$ cat config.mk
export PLATFORM = sky130hd
export DESIGN_NAME = cc_uart_rx
export DESIGN_NICKNAME = d
export VERILOG_FILES = /design/src/rtl/cc_uart_rx_pkg.sv /design/src/rtl/cc_baud_tick.sv /design/src/rtl/cc_uart_rx.sv
export SDC_FILE = /design/constraint.sdc
export NUM_CORES = 1
export LEC_CHECK = 0
export BUFFER_PORTS_ARGS = -buffer_cell sky130_fd_sc_hd__buf_4
export CAP_MARGIN = 40
export CELL_PAD_IN_SITES_DETAIL_PLACEMENT = 0
export CELL_PAD_IN_SITES_GLOBAL_PLACEMENT = 1
export CORE_MARGIN = 1
export CORE_UTILIZATION = 44
export DETAILED_ROUTE_END_ITERATION = 10
export GPL_TIMING_DRIVEN = 0
export PLACE_DENSITY = 0.77
export REMOVE_ABC_BUFFERS = 1
export SLEW_MARGIN = 20
export SYNTH_ARGS = -nofsm -noshare
export SYNTH_HDL_FRONTEND = slang
export SYNTH_SLANG_ARGS = --single-unit
export TNS_END_PERCENT = 50
$ cat constraint.sdc
create_clock -name clk -period 2.5 [get_ports clk]
set_clock_uncertainty 0.05 [all_clocks]
set_input_delay 0.125 -clock clk [delete_from_list [all_inputs] [get_ports clk]]
set_output_delay 0.125 -clock clk [all_outputs]
set_load 0.05 [all_outputs]
$ cat src/rtl/cc_uart_rx_pkg.sv
// Shared UART definitions: receiver state encoding, 8N1 data width and the
// 3-sample majority helper used to decide each bit.
package cc_uart_rx_pkg;

  localparam int DATA_BITS = 8;

  typedef enum logic [2:0] {
    WAIT_IDLE = 3'd0,
    IDLE      = 3'd1,
    START     = 3'd2,
    DATA      = 3'd3,
    STOP      = 3'd4
  } rx_state_e;

  function automatic logic maj3(input logic a, input logic b, input logic c);
    return (a & b) | (a & c) | (b & c);
  endfunction

endpackage

$ cat src/rtl/cc_baud_tick.sv
// Oversample tick generator: a one-cycle enable every DIV clocks, free-running,
// realigned by restart so a frame's ticks are phased from its start edge.
module cc_baud_tick #(
  parameter int CLK_FREQ   = 30_000_000,
  parameter int BAUD       = 115_200,
  parameter int OVERSAMPLE = 16
) (
  input  logic clk,
  input  logic rst,
  input  logic restart,
  output logic tick
);

  localparam int DIV = CLK_FREQ / (BAUD * OVERSAMPLE);
  localparam int CW  = (DIV > 1) ? $clog2(DIV) : 1;
  localparam logic [CW-1:0] CNT_LAST = CW'(DIV - 1);

  logic [CW-1:0] cnt;

  always_ff @(posedge clk) begin
    if (rst || restart) begin
      cnt <= '0;
    end else if (cnt == CNT_LAST) begin
      cnt <= '0;
    end else begin
      cnt <= cnt + CW'(1);
    end
  end

  assign tick = (cnt == CNT_LAST) && !restart;

endmodule

$ cat src/rtl/cc_uart_rx.sv
// UART 8N1 receiver: 2-FF synchroniser, oversampled 3-sample majority vote,
// false-start rejection and break recovery via WAIT_IDLE.
module cc_uart_rx
  import cc_uart_rx_pkg::*;
#(
  parameter int CLK_FREQ   = 30_000_000,
  parameter int BAUD       = 115_200,
  parameter int OVERSAMPLE = 16
) (
  input  logic                 clk,
  input  logic                 rst,
  input  logic                 rx_in,
  output logic [DATA_BITS-1:0] rx_data,
  output logic                 rx_done,
  output logic                 rx_valid,
  output rx_state_e            state_dbg
);

  localparam int MID = OVERSAMPLE / 2;
  localparam int TW  = $clog2(OVERSAMPLE);
  localparam logic [TW-1:0] T_S0   = TW'(MID - 1);
  localparam logic [TW-1:0] T_S1   = TW'(MID);
  localparam logic [TW-1:0] T_DEC  = TW'(MID + 1);
  localparam logic [TW-1:0] T_LAST = TW'(OVERSAMPLE - 1);

  logic                 rx_meta;
  logic                 rx_s;
  rx_state_e            state;
  logic [TW-1:0]        tick_cnt;
  logic [TW-1:0]        tick_nxt;
  logic [2:0]           bit_idx;
  logic [DATA_BITS-1:0] shift_reg;
  logic                 s0;
  logic                 s1;
  logic                 restart;
  logic                 tick;
  logic                 decide;
  logic                 vote;

  always_ff @(posedge clk) begin
    if (rst) begin
      rx_meta <= 1'b1;
      rx_s    <= 1'b1;
    end else begin
      rx_meta <= rx_in;
      rx_s    <= rx_meta;
    end
  end

  assign restart = (state == IDLE) && !rx_s;

  cc_baud_tick #(
    .CLK_FREQ  (CLK_FREQ),
    .BAUD      (BAUD),
    .OVERSAMPLE(OVERSAMPLE)
  ) u_baud_tick (
    .clk    (clk),
    .rst    (rst),
    .restart(restart),
    .tick   (tick)
  );

  assign tick_nxt = (tick_cnt == T_LAST) ? '0 : tick_cnt + TW'(1);
  assign decide   = tick && (tick_nxt == T_DEC);
  assign vote     = maj3(s0, s1, rx_s);

  // rx_done pulses for one clock at every frame end; rx_data/rx_valid change
  // in that same cycle, so a consumer may latch them on rx_done alone.
  always_ff @(posedge clk) begin
    if (rst) begin
      state     <= WAIT_IDLE;
      tick_cnt  <= '0;
      bit_idx   <= '0;
      shift_reg <= '0;
      s0        <= 1'b1;
      s1        <= 1'b1;
      rx_data   <= '0;
      rx_done   <= 1'b0;
      rx_valid  <= 1'b0;
    end else begin
      rx_done <= 1'b0;
      if (tick && (tick_nxt == T_S0)) s0 <= rx_s;
      if (tick && (tick_nxt == T_S1)) s1 <= rx_s;

      case (state)
        WAIT_IDLE: begin
          // tick_cnt doubles as the run length of consecutive high ticks
          if (!rx_s) begin
            tick_cnt <= '0;
          end else if (tick) begin
            if (tick_cnt == T_LAST) begin
              state    <= IDLE;
              tick_cnt <= '0;
            end else begin
              tick_cnt <= tick_cnt + TW'(1);
            end
          end
        end

        IDLE: begin
          // The detected edge counts as the first tick of the start bit
          if (!rx_s) begin
            state    <= START;
            tick_cnt <= TW'(1);
            rx_valid <= 1'b0;
          end
        end

        START: begin
          if (tick) begin
            tick_cnt <= tick_nxt;
            if (decide) begin
              if (vote) begin
                state <= IDLE;
              end else begin
                state   <= DATA;
                bit_idx <= '0;
              end
            end
          end
        end

        DATA: begin
          if (tick) begin
            tick_cnt <= tick_nxt;
            if (decide) begin
              shift_reg <= {vote, shift_reg[DATA_BITS-1:1]};
              if (bit_idx == 3'd7) begin
                state <= STOP;
              end else begin
                bit_idx <= bit_idx + 3'd1;
              end
            end
          end
        end

        STOP: begin
          if (tick) begin
            tick_cnt <= tick_nxt;
            if (decide) begin
              rx_done <= 1'b1;
              if (vote) begin
                rx_data  <= shift_reg;
                rx_valid <= 1'b1;
                state    <= IDLE;
              end else begin
                rx_valid <= 1'b0;
                state    <= WAIT_IDLE;
                tick_cnt <= '0;
              end
            end
          end
        end

        default: begin
          state    <= WAIT_IDLE;
          tick_cnt <= '0;
        end
      endcase
    end
  end

  assign state_dbg = state;

endmodule

==> flow_summary.ini <==
[worst_setup_path]
regToRegStartpoint = tick_cnt[0]
cp.arrival_ps = 2370
path_cells = ha_1, nor2_1, a22oi_2, nor4_4, mux2i_1, nor2_1
crit_type = flop to flop
critical_path_required_ps = 2610
start_kind = flop
max_stage_delay_ps = 620
critPathMostFrequentCell = nor2_1
path_max_fanout = 9
ff2ff_setup_slack_ps = 240
critPathCaptureType = flop
r2r-end = rx_data[2]
r2r_cells = 6
crit_slowest_cell = nor4_4

[sta]
period_share_pct = 90.46
fmax_ghz = 0.4422
final_hold_viol_count = 0
hold_ws_ps = 165.4
setup_tns_ps = 0
report.final.slew_viol_count = 0
worst_slew_pin_slew_ps = 796.0
slew_headroom_pct = 46.54
period_needed_ps = 2261
rsz0062_at_grt = no
timing.final.ws_setup_ps = 238.6
setup_violations = 0

[place]
gp_congestion = 0.8202
hpwlAfterDp_um = 2684
dp_slack_ps = 102.9
portBuffers = 15
placed_area_sq_mm = 0.002006
numPlacedInstances = 269

[global_route]
overflow = 0
grt_max_degree = 34
grt_pass1_vias = 1363
grt_pass1_wl_um = 6299
grtUsageTotal_pct = 18.69
antenna_found_initial = 0

[logic_synthesis]
synth_top_area_share_pct = 38.55
synth_edf_count = 0
synthFlopType = dfxtp_1
syn_inst = 215
yosysWarnings = 0
synth_common_cells = 36 x dfxtp_1, 30 x nor2_1, 19 x mux2i_1
ys_seq_elements = 36
syn_area_sq_mm = 0.001869
ys_seq_area_share_pct = 38.55
synthDistinctLibCells = 48
synth.area.top_cells = dfxtp_1 39%, mux2i_1 10%, nor2_1 6.0%
synth.most_common_cell = dfxtp_1
syn_avg_cell_area_sq_um = 8.694
yosysTopAreaCell = dfxtp_1
synthArstFlopShare_pct = 0

[drt]
drtPass1Iterations = 4
drt-vias-per-instance = 5.486
antenna_left = 0
num_vias = 1525
drtIter0Drc = 116
wl_per_cell_um = 13.58
routed_wirelength_um = 3775
drcViolationCount = 0

[power_and_ir_drop]
seq_power_share_pct = 57.8
total_power_mw = 1.012
ir_drop_mv = 0.3416
clkPwrFrac_pct = 39.6
combPwrFrac_pct = 2.6
intPower_uw = 789.3
p_per_area_mw_per_mm2 = 481.7
switching_share_pct = 22.01
p_leak_nw = 0.8131
p_switching_uw = 222.8

[floorplan]
initial_core_util_pct = 46.40
die_h_um = 67.18
dieWidth_um = 67.18
io_pins = 16
dieArea_sq_mm = 0.004513
fp-row-count = 23
core_sq_mm = 0.004029

[min_path]
min_delay_path_depth = 2
hold_path.startpoint = rst
hp-class = input pin to flop
hold_end = shift_reg[6]

[clock_network]
clockBufferDepth = 2
clkSinkCount = 36
post_cts_buffers = 0
cts-root-buf = clkbuf_8
cts_buffers = 5
worst_skew_pair.late_latency_ps = 280
clk_pin_slew_ps = 70
h-tree-depth = 2
cts_tree = yes

[finish]
stdcell_area_sq_mm = 0.002101
drive_above_1_share_pct = 15.35
diodes = 0
nFillCells = 403
post_layout_nonfiller_instances = 278
area_growth_pct = 12.38
finish.utilization_pct = 52.14
nets = 237

[status]
outcome = complete, no violations

[job]
drv_cap = 0
[worst max path at each step]
stage          slack (ps)         start      endpoint  depth (start not counted)
4_1_cts                80   tick_cnt[0]    rx_data[4]                          6
2_1_floorplan         -30  state_dbg[0]  shift_reg[0]                          5
6_report              240   tick_cnt[0]    rx_data[2]                          6
5_1_grt                60   tick_cnt[0]    rx_data[7]                          6
3_5_place_dp          100   tick_cnt[0]    rx_data[4]                          6
3_3_place_gp         -340   tick_cnt[0]  shift_reg[4]                          6
[final cells by class]
cell class,instances,area [sq um],share of cell area [%]
Multi-Input combinational cell,156,1061,50.51
Tap cell,50,62.56,2.978
Clock inverter,1,8.758,0.4169
Sequential cell,36,720.7,34.31
Timing Repair Buffer,17,130.1,6.194
Clock buffer,7,76.32,3.633
Inverter,11,41.29,1.965
[power by group through the flow]
stage          Clock, mW  Combinational, mW  Sequential (mW)
2_1_floorplan          0             0.0132            0.596
4_1_cts            0.417             0.0268            0.585
3_5_place_dp           0             0.0254            0.598
3_3_place_gp           0             0.0248            0.597
6_report           0.401             0.0262            0.585
5_1_grt            0.445             0.0302            0.586
[what timing repair did]
action                     CTS  global route
setup endpoints to repair    0             8
hold endpoints to repair     1             0
hold buffers                 1             0
gates resized for setup      0             0
[kinds of logic (layout without fill, tap and decap cells)]
family | after synthesis | after routing | share of synthesized area (%)
flops | 36 | 36 | 38.55
buf+inv | 23 | 36 | 5.421
xor+xnor | 3 | 3 | 1.406
compound gates | 42 | 42 | 15.46
mux | 20 | 20 | 10.91
fa+ha+maj | 8 | 8 | 5.288
simple gates | 83 | 83 | 22.96
[routing by layer]
layer | GRT usage [%] | wire length [um]
met5 | 0 | 0
met4 | 8.511 | 48
met3 | 5.236 | 136
met2 | 28.25 | 1825
met1 | 24.51 | 1766
[cells in the final DEF (no fill, tap or decap), drive strengths merged, types with 2 or more instances in the layout]
master	n
nand2	17
o211ai	2
a21oi	13
nor2b	5
clkbuf	7
a21o	2
nand2b	4
nor2	31
or2	3
a22oi	2
inv	11
a22o	2
nand4	3
a31oi	4
nor3	2
nand3	6
o21ai	7
ha	7
dfxtp	36
mux2i	20
xor2	2
buf	16
or3	5
[worst max-delay path, delay by kind of cell (launching register included)]
family | cells | cell delay, ps
simple gates | 3 | 890
fa+ha+maj | 1 | 360
flops | 1 | 410
compound gates | 1 | 150
mux | 1 | 260
No activity file was read; power rests on OpenSTA's default activity.
